[config.mk]
export PLATFORM = sky130hd
export DESIGN_NAME = phase_measure
export DESIGN_NICKNAME = d
export VERILOG_FILES = /design/src/rtl/phase_measure.sv
export SDC_FILE = /design/constraint.sdc
export NUM_CORES = 1
export LEC_CHECK = 0
export ABC_AREA = 1
export CORE_UTILIZATION = 49
export CTS_BUF_LIST = sky130_fd_sc_hd__clkbuf_8 sky130_fd_sc_hd__clkbuf_16
export CTS_CLUSTER_SIZE = 14
export DETAILED_ROUTE_END_ITERATION = 6
export PLACE_DENSITY = 0.74
export SYNTH_ARGS = -nofsm -noshare
export SYNTH_HDL_FRONTEND = slang
export SYNTH_SLANG_ARGS = --single-unit
[constraint.sdc]
create_clock -name clk -period 2.1 [get_ports clk]
set_clock_uncertainty 0.15 [all_clocks]
set_input_delay 0.42 -clock clk [delete_from_list [all_inputs] [get_ports clk]]
set_output_delay 0.42 -clock clk [all_outputs]
set_load 0.02 [all_outputs]
[src/rtl/phase_measure.sv]
// phase_measure: measures the reference period and the ref-to-sig delay in
// clk cycles, averaged over 2^AVG_LOG2 reference periods.
//
// Ports:
//   clk         system clock
//   rst_n       asynchronous active-low reset
//   ref_edge_i  one-cycle strobe, reference falling edge (clk-synchronous)
//   sig_edge_i  one-cycle strobe, measured-signal falling edge
//   start_i     starts a measurement; sampled only in IDLE
//   busy_o      high while arming or measuring
//   period_o    averaged period, clk cycles
//   delay_o     averaged ref-to-sig delay, clk cycles
//   valid_o     one-cycle strobe: period_o/delay_o updated
//   timeout_o   one-cycle strobe: measurement aborted (no ref edge in time)
//   sig_miss_o  sticky for the last measurement: some period had no sig edge
module phase_measure #(
    parameter int unsigned CNT_W    = 24,
    parameter int unsigned AVG_LOG2 = 3,
    parameter int unsigned TIMEOUT  = 2_000_000
) (
    input  logic             clk,
    input  logic             rst_n,
    input  logic             ref_edge_i,
    input  logic             sig_edge_i,
    input  logic             start_i,
    output logic             busy_o,
    output logic [CNT_W-1:0] period_o,
    output logic [CNT_W-1:0] delay_o,
    output logic             valid_o,
    output logic             timeout_o,
    output logic             sig_miss_o
);

    localparam int unsigned ACC_W  = CNT_W + AVG_LOG2;
    localparam int unsigned NPER_W = AVG_LOG2 + 1;
    localparam logic [NPER_W-1:0] NPER_LAST = NPER_W'((1 << AVG_LOG2) - 1);
    // Abort when the increment would make cnt reach TIMEOUT.
    localparam logic [CNT_W-1:0]  CNT_LAST  = CNT_W'(TIMEOUT - 1);

    typedef enum logic [1:0] {
        S_IDLE,
        S_ARM,
        S_MEAS,
        S_DONE
    } state_t;

    state_t              state_q, state_d;
    logic [CNT_W-1:0]    cnt_q, cnt_d;
    logic [ACC_W-1:0]    pacc_q, pacc_d;
    logic [ACC_W-1:0]    dacc_q, dacc_d;
    logic [NPER_W-1:0]   nper_q, nper_d;
    logic                got_q, got_d;
    logic [CNT_W-1:0]    period_q, period_d;
    logic [CNT_W-1:0]    delay_q, delay_d;
    logic                valid_q, valid_d;
    logic                timeout_q, timeout_d;
    logic                busy_q, busy_d;
    logic                miss_q, miss_d;
    logic [ACC_W-1:0]    pacc_sum;

    always_ff @(posedge clk or negedge rst_n) begin
        if (!rst_n) begin
            state_q   <= S_IDLE;
            cnt_q     <= '0;
            pacc_q    <= '0;
            dacc_q    <= '0;
            nper_q    <= '0;
            got_q     <= 1'b0;
            period_q  <= '0;
            delay_q   <= '0;
            valid_q   <= 1'b0;
            timeout_q <= 1'b0;
            busy_q    <= 1'b0;
            miss_q    <= 1'b0;
        end else begin
            state_q   <= state_d;
            cnt_q     <= cnt_d;
            pacc_q    <= pacc_d;
            dacc_q    <= dacc_d;
            nper_q    <= nper_d;
            got_q     <= got_d;
            period_q  <= period_d;
            delay_q   <= delay_d;
            valid_q   <= valid_d;
            timeout_q <= timeout_d;
            busy_q    <= busy_d;
            miss_q    <= miss_d;
        end
    end

    always_comb begin
        state_d   = state_q;
        cnt_d     = cnt_q;
        pacc_d    = pacc_q;
        dacc_d    = dacc_q;
        nper_d    = nper_q;
        got_d     = got_q;
        period_d  = period_q;
        delay_d   = delay_q;
        miss_d    = miss_q;
        valid_d   = 1'b0;
        timeout_d = 1'b0;
        pacc_sum  = pacc_q + ACC_W'(cnt_q);

        unique case (state_q)
            S_IDLE: begin
                if (start_i) begin
                    state_d = S_ARM;
                    cnt_d   = '0;
                    pacc_d  = '0;
                    dacc_d  = '0;
                    nper_d  = '0;
                    miss_d  = 1'b0;
                end
            end

            S_ARM: begin
                if (ref_edge_i) begin
                    state_d = S_MEAS;
                    cnt_d   = CNT_W'(1);
                    got_d   = sig_edge_i;
                end else if (cnt_q == CNT_LAST) begin
                    state_d   = S_IDLE;
                    timeout_d = 1'b1;
                end else begin
                    cnt_d = cnt_q + CNT_W'(1);
                end
            end

            S_MEAS: begin
                if (ref_edge_i) begin
                    // A sig edge coincident with ref belongs to the new period.
                    pacc_d = pacc_sum;
                    nper_d = nper_q + NPER_W'(1);
                    cnt_d  = CNT_W'(1);
                    got_d  = sig_edge_i;
                    if (!got_q) begin
                        miss_d = 1'b1;
                    end
                    if (nper_q == NPER_LAST) begin
                        state_d  = S_DONE;
                        period_d = CNT_W'(pacc_sum >> AVG_LOG2);
                        delay_d  = CNT_W'(dacc_q >> AVG_LOG2);
                        valid_d  = 1'b1;
                    end
                end else begin
                    if (sig_edge_i && !got_q) begin
                        dacc_d = dacc_q + ACC_W'(cnt_q);
                        got_d  = 1'b1;
                    end
                    if (cnt_q == CNT_LAST) begin
                        state_d   = S_IDLE;
                        timeout_d = 1'b1;
                    end else begin
                        cnt_d = cnt_q + CNT_W'(1);
                    end
                end
            end

            S_DONE: begin
                state_d = S_IDLE;
            end

            default: begin
                state_d = S_IDLE;
            end
        endcase

        busy_d = (state_d == S_ARM) || (state_d == S_MEAS);
    end

    assign busy_o     = busy_q;
    assign period_o   = period_q;
    assign delay_o    = delay_q;
    assign valid_o    = valid_q;
    assign timeout_o  = timeout_q;
    assign sig_miss_o = miss_q;

endmodule

==> impl_results.md, run 1 <==
- Status: finished, violations left
- Failing checks: design-rule violations, negative setup slack
- Final net count: between 1500 and 2000
- Residual DRC: 1
- Post-Syn Area: 9290 um2
- #FFs+latches synth: 137
- Clock sinks: 137
- LEAKAGE: around 6.3 nW
- Max VDD drop: approximately 0.84 mV
- Initial detailed-routing violation count: about 1100
- Netlist cell types: 43
- Post-route core utilization: 72.2%
- Die width: approximately 140 um
- Fraction of registers with async set/reset: 100%
- Required time of the critical path: 2.27 ns
- Synth warn: 0
- Arr. time, crit path: around 2.4 ns
- Syn nets: between 1000 and 1500
- Top FF cell, synth: dfrtp_1
- Ant. Diodes: 0
- Port bufs: 56
- CTS tree: yes
- # rows: around 50
- Slew HR: around 73%
- Reg-to-reg startpoint: cnt_q[4]$_DFFE_PN0P_
- Routed len/inst: around 18 um
- Part of the cycle the worst path needs: 105%
- Final Hold Violating Endpoints: 0
- Number of flops mapped to enable cells by yosys: 0
- Largest net degree at the start of global routing: 47
- Reg2reg setup slack: -0.10 ns
- Initial Utilization: 50.8%
- Crit Path Category: reg2reg
- GP Congestion: between 0.9 and 1
- Total CTS buffers: 17
- Fin Hold WS: between 0.3 and 0.4 ns
- RSZ-0062 raised after global routing: true
- Type of origin of the critical path: flop
- GRT Util Overall: between 20% and 30%
- Max_cap viols: 0
- DP HPWL: ~21000 um
- Total number of vias: roughly 10000
- Worst Path Max Fanout: 8
- Die Footprint: between 15000 and 20000 um2
- Mean Syn Cell Area: 6.91 um2
- Fillers: 1374
- CTS root buf: clkbuf_16
- Detailed Route WL: 31700 um
- Clk_lat worst skew: roughly 0.44 ns
- Dpl cells: ~1700
- Vias in the first global route: 9289
- Worst path cell trace: buf_4, buf_4, nand2_1, inv_2, nand3_2, nor2_4, nand3_4, nand2_8, buf_8, inv_8, nand3_1, nand2_1
- Fmax: approximately 0.45 GHz
- P&R area growth vs syn: 42.1%
- Register area share after synthesis: approximately 37%
- Max-slew violation count: 0
- Pwr dens: roughly 660 nW/um2
- Hold/Removal Path Class: in2async
- Reg2Reg Depth: 12
- Drt via density: 5.70
- CP max-delay cell: dfrtp_1
- First-pass GRT wire length: 45800 um
- Capture point of the worst reg-to-reg path: cnt_q[11]$_DFFE_PN0P_
- Worst-Margin Slew: ~0.4 ns
- Global route overflow: 0
- PnR worst setup slack: -0.103 ns
- Clk pin slew, worst setup/hold paths: ~0.060 ns
- Antenna viol nets, final: 0
- Initial antenna violation count: 0
- Die Height: around 140 um
- Overall power: 8.70 mW
- CTS max path bufs: 2
- Layout cells sized above 1: 28.9%
- Core area: 18300 um2
- Cell count after synthesis: 1345
- Post-route insts no fill: between 1500 and 2000
- H-tree depth: 4
- Boundary pin count: 57
- 1st-pass router iterations: 7
- Tmin final: roughly 2.2 ns
- Final setup vio count: 52
- Worst setup EP type: flop
- Worst path max stage delay: 0.45 ns
- DP Worst Slack: -0.193 ns
final cells by class:
class | instances | area, um2 | share of cell area, %
Multi-Input combinational cell | 1027 | 6360 | 48.2
Timing Repair Buffer | 208 | 1880 | 14.2
Tap cell | 229 | 287 | 2.17
Inverter | 156 | 603 | 4.57
Timing Repair inverter | 3 | 38.8 | 0.294
Sequential cell | 137 | 3450 | 26.2
Clock inverter | 15 | 153 | 1.16
Clock buffer | 17 | 425 | 3.22
cells in the mapped netlist (7+ instances only):
library cell,count,share of area (%)
inv_1,148,6.0
buf_2,10,0.54
nand4_1,28,1.9
o21bai_1,12,0.97
inv_2,7,0.28
o22ai_1,9,0.61
nand3b_1,7,0.57
nand3_1,104,5.6
nand2_1,482,19
clkbuf_1,10,0.40
nor2_1,117,4.7
ha_1,54,7.3
a21oi_1,70,3.8
o21ai_0,64,3.4
xnor2_1,8,0.75
or2_2,10,0.67
dfrtp_1,137,37
nor3_1,9,0.48
through the flow:
stage	cell area, um2	TNS (ns)
finish	13200	-2.17
global placement	11100	-2.32
CTS	11900	-0.0280
detailed placement	11100	-4.32
floorplan	9300	0
global route	13200	-6.44
logic make-up (layout without fill, tap and decap cells):
family / after synthesis / in the layout / share of synthesized area [%]
compound gates: 178 / 178 / 10.9
xor+xnor: 14 / 14 / 1.32
flops: 137 / 137 / 36.9
fa+ha+maj: 56 / 56 / 7.71
simple gates: 779 / 779 / 35.4
buf+inv: 181 / 399 / 7.84
flip-flops by register name, summed over array words and instances, names as in the netlist, 2 cells and up:
signal and flops:
cnt_q 24, nper_q 4, pacc_q 27, state_q 2, period_o 24, dacc_q 27
delay_o 24
metal layers:
metal / up-vias / track usage (%) / wire (um)
li1: 4785 / - / -
met1: 4792 / 41.0 / 13400
met2: 515 / 46.6 / 14400
met3: 126 / 4.78 / 2710
met4: 0 / 12.3 / 1210
met5: - / 0 / 0
cell usage in the layout (no fill, tap or decap), drive strengths merged, types with 7 or more instances in the layout:
master	instances
clkdlybuf4s50	55
or2	10
nand3	110
inv	160
dfrtp	137
buf	151
xnor2	8
ha	54
a21oi	72
o22ai	9
nand3b	7
nand2	484
nor2	119
nor3	11
o21bai	12
o21ai	71
clkbuf	18
nand4	28
clkinv	8
power by group:
part / total [mW] / switching, mW / leakage (nW) / internal, mW
sequential: 2.86 / 0.117 / 1.87 / 2.74
combinational: 2.85 / 1.76 / 4.13 / 1.09
clock: 3.00 / 1.25 / 0.277 / 1.74
total: 8.70 / 3.13 / 6.28 / 5.58
worst max-delay path by stage:
stage / from / end / slack (ns) / depth (start not counted)
finish: cnt_q[4]$_DFFE_PN0P_ / cnt_q[11]$_DFFE_PN0P_ / -0.10 / 12
global route: cnt_q[8]$_DFFE_PN0P_ / cnt_q[22]$_DFFE_PN0P_ / -0.20 / 11
CTS: cnt_q[7]$_DFFE_PN0P_ / period_o[15]$_DFFE_PN0P_ / -0.02 / 10
detailed placement: pacc_q[4]$_DFFE_PN0P_ / pacc_q[11]$_DFFE_PN0P_ / -0.19 / 9
global placement: cnt_q[7]$_DFFE_PN0P_ / period_o[21]$_DFFE_PN0P_ / -0.10 / 10
floorplan: cnt_q[0]$_DFFE_PN0P_ / dacc_q[26]$_DFFE_PN0P_ / 0.02 / 12
critical path, delay by kind of cell, from the launching register on:
family / cells / cell delay [ns]
AND/OR/NAND/NOR: 7 / 0.86
buffers and inverters: 5 / 0.62
flip-flops: 1 / 0.45
repair_timing:
item                       4_1_cts  5_1_grt
gates resized for setup         48      258
pin swaps                        9       55
setup buffers                    7       16
setup endpoints to repair       63       95
hold endpoints to repair        34        0
hold buffers                     1        0
gates cloned                     0        4
(Power assumes the default switching activity.)
==> run 2: changes to the inputs <==
--- a/config.mk
+++ b/config.mk
@@ -6,11 +6,11 @@
 export NUM_CORES = 1
 export LEC_CHECK = 0
 export ABC_AREA = 1
-export CORE_UTILIZATION = 49
+export CORE_UTILIZATION = 55
 export CTS_BUF_LIST = sky130_fd_sc_hd__clkbuf_8 sky130_fd_sc_hd__clkbuf_16
 export CTS_CLUSTER_SIZE = 14
 export DETAILED_ROUTE_END_ITERATION = 6
-export PLACE_DENSITY = 0.74
+export PLACE_DENSITY = 0.78
 export SYNTH_ARGS = -nofsm -noshare
 export SYNTH_HDL_FRONTEND = slang
 export SYNTH_SLANG_ARGS = --single-unit
==> run 2 against run 1 <==
Effect of this change:
- the flow finishes with violations (negative setup slack)
- utilization is 8.3 points higher
- critical path type unchanged
- critical path depth fell by 1
- non-clock buffer count increased by 36
- combinational power grew 10%
==> impl_results.md, run 2 (synthesis gave the netlist of run 1 again) <==
- Crit-path leading delay family: simple AND/OR/NAND/NOR gates
- Worst path cell trace: ha_1, nand2_1, inv_1, nand2_1, nand2_1, nand3b_1, buf_6, nand3_4, nand3b_1, nand3_1, nand2_1
- Total number of vias: between 10000 and 15000
- Clk_lat worst skew: between 0.4 and 0.5 ns
- Drt via density: 5.71
- Die Height: ~130 um
- Fillers: between 1000 and 1500
- Capture point of the worst reg-to-reg path: pacc_q[18]$_DFFE_PN0P_
- Area after DPL: 11300 um2
- Ant. Diodes: 0
- Crit Path Category: reg2reg
- Worst setup EP type: flop
- Worst-Margin Slew: around 0.55 ns
- Type of origin of the critical path: flop
- Reg2reg setup slack: -0.17 ns
- Residual DRC: 0
- Seq pwr share: between 30% and 40%
- PnR worst setup slack: -0.166 ns
- Hold/Removal Path Class: reg2reg
- Die width: around 130 um
- GP Congestion: 0.947
- Buf+Inv Stages, Crit Path: 2
- Slew HR: 63.3%
- Post-route core utilization: approximately four fifths
- Reg2Reg Depth: 11
- Antenna viol nets, final: 0
- Pwr dens: just under 700 nW/um2
- Global route overflow: 0
- Part of the cycle the worst path needs: 108%
- Initial antenna violation count: 0
- Port bufs: 56
- Required time of the critical path: about 2.3 ns
- Sw Ratio: 35.0%
- Final setup vio count: 32
- Reg-to-reg startpoint: cnt_q[8]$_DFFE_PN0P_
- CTS tree: yes
- Total CTS buffers: 17
- Vias in the first global route: about 9200
- Final Hold Violating Endpoints: 0
- Worst path max stage delay: ~0.41 ns
- Critical Path Source: cnt_q[8]$_DFFE_PN0P_
- Boundary pin count: 57
- Crit path to: pacc_q[18]$_DFFE_PN0P_
- First-pass GRT wire length: 46300 um
- Cell repeated most along the worst path: nand2_1
- Max-slew violation count: 0
- Switching power: 3.17 mW
- H-tree depth: 4
- Overall power: 9.04 mW
- CP max-delay cell: dfrtp_1
- Failing checks: negative setup slack
- Post-Layout Inst Area: about 13000 um2
- Layout cells sized above 1: 27.0%
- Arr. time, crit path: about 2.4 ns
- Initial detailed-routing violation count: roughly 1200
- Routed len/inst: 18.1 um
- Setup_tns: -1.64 ns
- Core area: 16500 um2
- Largest regs: dacc_q (27), pacc_q (27)
- Status: finished, violations left
- Largest net degree at the start of global routing: between 40 and 50
- Most frequent cells in the layout: 445 x nand2_1, 157 x buf_4, 149 x inv_1
- Clock sinks: 137
- Most common cell after layout, fill and taps aside: nand2_1
- 1st-pass router iterations: 6
- Die Footprint: between 15000 and 20000 um2
- Initial Utilization: 56.2%
- Max VDD drop: 1.03 mV
- Final net count: between 1500 and 2000
- CTS root buf: clkbuf_16
- Tmin final: 2.27 ns
- GRT Util Overall: ~34%
- CTS max path bufs: 2
- # rows: 47
- Clock Power Share: between 30% and 40%
- Clk pin slew, worst setup/hold paths: about 0.060 ns
- Fin Hold WS: between 0.3 and 0.4 ns
- Worst path depth: 11
- LEAKAGE: 6.61 nW
- Worst Path Max Fanout: 4
- Comb power frac: around a third
- Int Power: around 5.9 mW
- Fmax: 0.441 GHz
- Max_cap viols: 0
- RSZ-0062 raised after global routing: true
- DP HPWL: between 20000 and 25000 um
- Detailed Route WL: between 30000 and 40000 um
- P&R area growth vs syn: 43.3%
==> run 2: layer usage <==
layer	vias up	global-route usage [%]	share of wire, %
li1	4839	-	-
met1	4957	48.7	43
met2	510	51.2	46
met3	89	7.07	8.0
met4	0	11.7	3.0
met5	-	0	0
==> run 2: what timing repair did <==
action / in CTS / in global routing
gates resized for setup: 59 / 188
hold buffers: 1 / 0
setup endpoints to repair: 76 / 102
setup buffers: 6 / 22
hold endpoints to repair: 43 / 0
cloned: 0 / 4
pin swaps: 9 / 49
==> run 2: area by class of cell <==
type	count	area (um2)	share of cell area, %
Clock buffer	17	425	3.20
Timing Repair inverter	3	22.5	0.169
Multi-Input combinational cell	1027	6180	46.4
Inverter	156	606	4.55
Clock inverter	15	163	1.22
Sequential cell	137	3440	25.9
Timing Repair Buffer	244	2200	16.5
Tap cell	220	275	2.07
==> run 2: worst min-delay path by stage <==
stage / slack, ns / end / cells after the start / start
floorplan: -0.03 / busy_o$_DFF_PN0_ / 0 / rst_n
global placement: 0.26 / period_o[3]$_DFFE_PN0P_ / 1 / rst_n
detailed placement: 0.26 / period_o[3]$_DFFE_PN0P_ / 1 / rst_n
CTS: 0.33 / delay_o[19]$_DFFE_PN0P_ / 2 / delay_o[19]$_DFFE_PN0P_
global route: 0.34 / period_o[18]$_DFFE_PN0P_ / 2 / period_o[18]$_DFFE_PN0P_
finish: 0.32 / period_o[17]$_DFFE_PN0P_ / 2 / period_o[17]$_DFFE_PN0P_
==> run 2: power groups by stage <==
stage,combinational [mW],clock [mW],sequential (mW)
2_1_floorplan,1.29,0,2.88
3_3_place_gp,2.12,0,2.86
3_5_place_dp,2.19,0,2.86
4_1_cts,2.32,3.05,2.83
5_1_grt,3.31,3.15,2.85
6_report,3.14,3.06,2.84
==> run 2: worst reg2reg max path: cells and delay by family, from the launching register on <==
kind / cells / cell delay, ns
and+or+nand+nor: 8 / 0.98
DFF: 1 / 0.41
adders and majority gates: 1 / 0.36
buffers and inverters: 2 / 0.27
==> run 2: metrics by stage <==
step,setup slack [ns],std cells
6_report,-0.166,1819
5_1_grt,-0.196,1819
4_1_cts,-0.0229,1794
3_5_place_dp,-0.159,1755
3_3_place_gp,-0.114,1755
2_1_floorplan,0.0204,1345
==> run 3: changes to the inputs <==
--- a/config.mk
+++ b/config.mk
@@ -6,11 +6,11 @@
 export NUM_CORES = 1
 export LEC_CHECK = 0
 export ABC_AREA = 1
-export CORE_UTILIZATION = 55
+export CORE_UTILIZATION = 50
 export CTS_BUF_LIST = sky130_fd_sc_hd__clkbuf_8 sky130_fd_sc_hd__clkbuf_16
 export CTS_CLUSTER_SIZE = 14
 export DETAILED_ROUTE_END_ITERATION = 6
-export PLACE_DENSITY = 0.78
+export PLACE_DENSITY = 0.72
 export SYNTH_ARGS = -nofsm -noshare
 export SYNTH_HDL_FRONTEND = slang
 export SYNTH_SLANG_ARGS = --single-unit
==> run 3 against run 2 <==
Effect of this change:
- maximum frequency is 3.4% higher
- non-clock buffer count is 15 lower
- clock power is 8.8% higher
- global-route usage is 2.6 points lower
- via count is 4.1% lower
- the run ends with design-rule violations, negative setup slack left
==> impl_results.md, run 3 (synthesis gave the netlist of run 1 again) <==
- Clock Power Share: 38.3%
- Boundary pin count: between 50 and 60
- Overall power: between 8 and 9 mW
- Die Height: approximately 140 um
- Total CTS buffers: 17
- Required time of the critical path: 2.27 ns
- Worst setup EP type: flop
- Largest regs: dacc_q (27), pacc_q (27)
- Crit Path Category: reg2reg
- Die width: 138 um
- Switching power: 2.98 mW
- Int Power: 5.71 mW
- Slew HR: between 60 and 70%
- Drt via density: about 5.5
- Max-slew violation count: 0
- CTS max path bufs: 2
- RSZ-0062 raised after global routing: true
- Type of origin of the critical path: flop
- Clk_lat worst skew: around 0.44 ns
- Total number of vias: around 10000
- CTS root buf: clkbuf_16
- Part of the cycle the worst path needs: 104%
- Vias in the first global route: 9203
- Reg2Reg Depth: 9
- Clock sinks: roughly 140
- Initial detailed-routing violation count: roughly 950
- PnR worst setup slack: -0.0909 ns
- Max_cap viols: 0
- Largest net degree at the start of global routing: 60
- Antenna viol nets, final: 0
- DP HPWL: about 22000 um
- First-pass GRT wire length: 47200 um
- Clk pin slew, worst setup/hold paths: 0.06 ns
- 1st-pass router iterations: 7
- P&R area growth vs syn: 43.7%
- Hold/Removal Path Class: reg2reg
- Global route overflow: 0
- H-tree depth: 4
- # rows: ~50
- Initial antenna violation count: 0
- Routed len/inst: roughly 17 um
- Final Hold Violating Endpoints: 0
- Max VDD drop: about 0.84 mV
- Final net count: 1629
- GRT Util Overall: a little under a third
- Fmax: 0.456 GHz
- CTS tree: yes
- DP Worst Slack: -0.250 ns
- LEAKAGE: about 6.4 nW
- Failing checks: design-rule violations, negative setup slack
- Seq pwr share: around a third
- Port bufs: 56
- Core area: 18100 um2
- Pwr dens: ~650 nW/um2
- Final setup vio count: 27
- Most common cell after layout, fill and taps aside: nand2_1
- Initial Utilization: around 51%
- GP Congestion: about 1.0
- Ant. Diodes: 0
- Layout cells sized above 1: 29.2%
- Status: finished, violations left
- Worst Path Max Fanout: 4
- Sw Ratio: about a third
- Residual DRC: 10
- Most frequent cells in the layout: 434 x nand2_1, 158 x buf_4, 143 x inv_1
- Comb power frac: 28.7%
- Tmin final: approximately 2.2 ns
- Post-route core utilization: 73.8%
- Hold Path Stages: 2
- Worst-Margin Slew: between 0.4 and 0.5 ns
- Arr. time, crit path: between 2 and 2.5 ns
- Detailed Route WL: 31000 um
- Die Footprint: between 15000 and 20000 um2
==> run 3: layout make-up <==
class                      count  area (um2)
clock buffer                  17         425
clock inverter                15         214
fill                        1376        4740
inverter                     156         591
multi-input combinational   1027        6400
sequential                   137        3460
tap                          229         287
timing repair buffer         229        1970
==> run 3: path summary, 6_finish.rpt <==
path / start / end / slack (ns)
setup / recovery: cnt_q[0]$_DFFE_PN0P_ / pacc_q[18]$_DFFE_PN0P_ / -0.09
setup reg to reg: cnt_q[0]$_DFFE_PN0P_ / pacc_q[18]$_DFFE_PN0P_ / -0.09
hold / removal: delay_o[19]$_DFFE_PN0P_ / delay_o[19]$_DFFE_PN0P_ / 0.32
max in group asynchronous: rst_n / pacc_q[26]$_DFFE_PN0P_ / 0.80
hold reg to reg: delay_o[19]$_DFFE_PN0P_ / delay_o[19]$_DFFE_PN0P_ / 0.32
min in group asynchronous: rst_n / dacc_q[8]$_DFFE_PN0P_ / 0.33
==> run 3: metrics by stage <==
step	TNS (ns)	area [um2]	hold WS, ns	instances
floorplan	0	9300	-0.0256	1345
global placement	-4.40	11300	0.218	1762
detailed placement	-5.62	11300	0.226	1762
CTS	-0.304	12200	0.323	1800
global route	-4.16	13300	0.355	1810
finish	-0.750	13300	0.316	1810
==> run 3: critical path, stage by stage, from the launching register on <==
cell and delay [ns]:
dfrtp_2 0.47, ha_4 0.19, fa_2 0.37, buf_6 0.14, nand3_2 0.07, nand3b_1 0.24, nand3_1 0.20, nand3b_1 0.11
nand3_1 0.08, nand2_1 0.06
==> run 3: repair_timing <==
item | CTS | global route
endpoints found under the hold margin | 39 | 0
endpoints found under the setup margin | 75 | 125
pin swaps | 19 | 65
setup buffers | 5 | 10
hold buffers | 1 | 0
gates cloned | 0 | 0
resized for setup | 64 | 211
==> run 3: layer usage <==
| layer | up-vias | routed length (um) | GRT usage (%) |
|---|---|---|---|
| met5 | - | 0 | 0 |
| met4 | 0 | 1200 | 10.6 |
| met3 | 80 | 2010 | 4.54 |
| met2 | 408 | 14100 | 49.5 |
| met1 | 4671 | 13600 | 44.4 |
| li1 | 4815 | - | - |
==> run 3: power groups by stage <==
stage | combinational (mW) | sequential, mW | clock [mW]
after floorplan | 1.29 | 2.88 | 0
after global placement | 2.23 | 2.87 | 0
after detailed placement | 2.24 | 2.87 | 0
after CTS | 2.27 | 2.83 | 3.34
after global routing | 2.70 | 2.87 | 3.47
final | 2.50 | 2.87 | 3.33
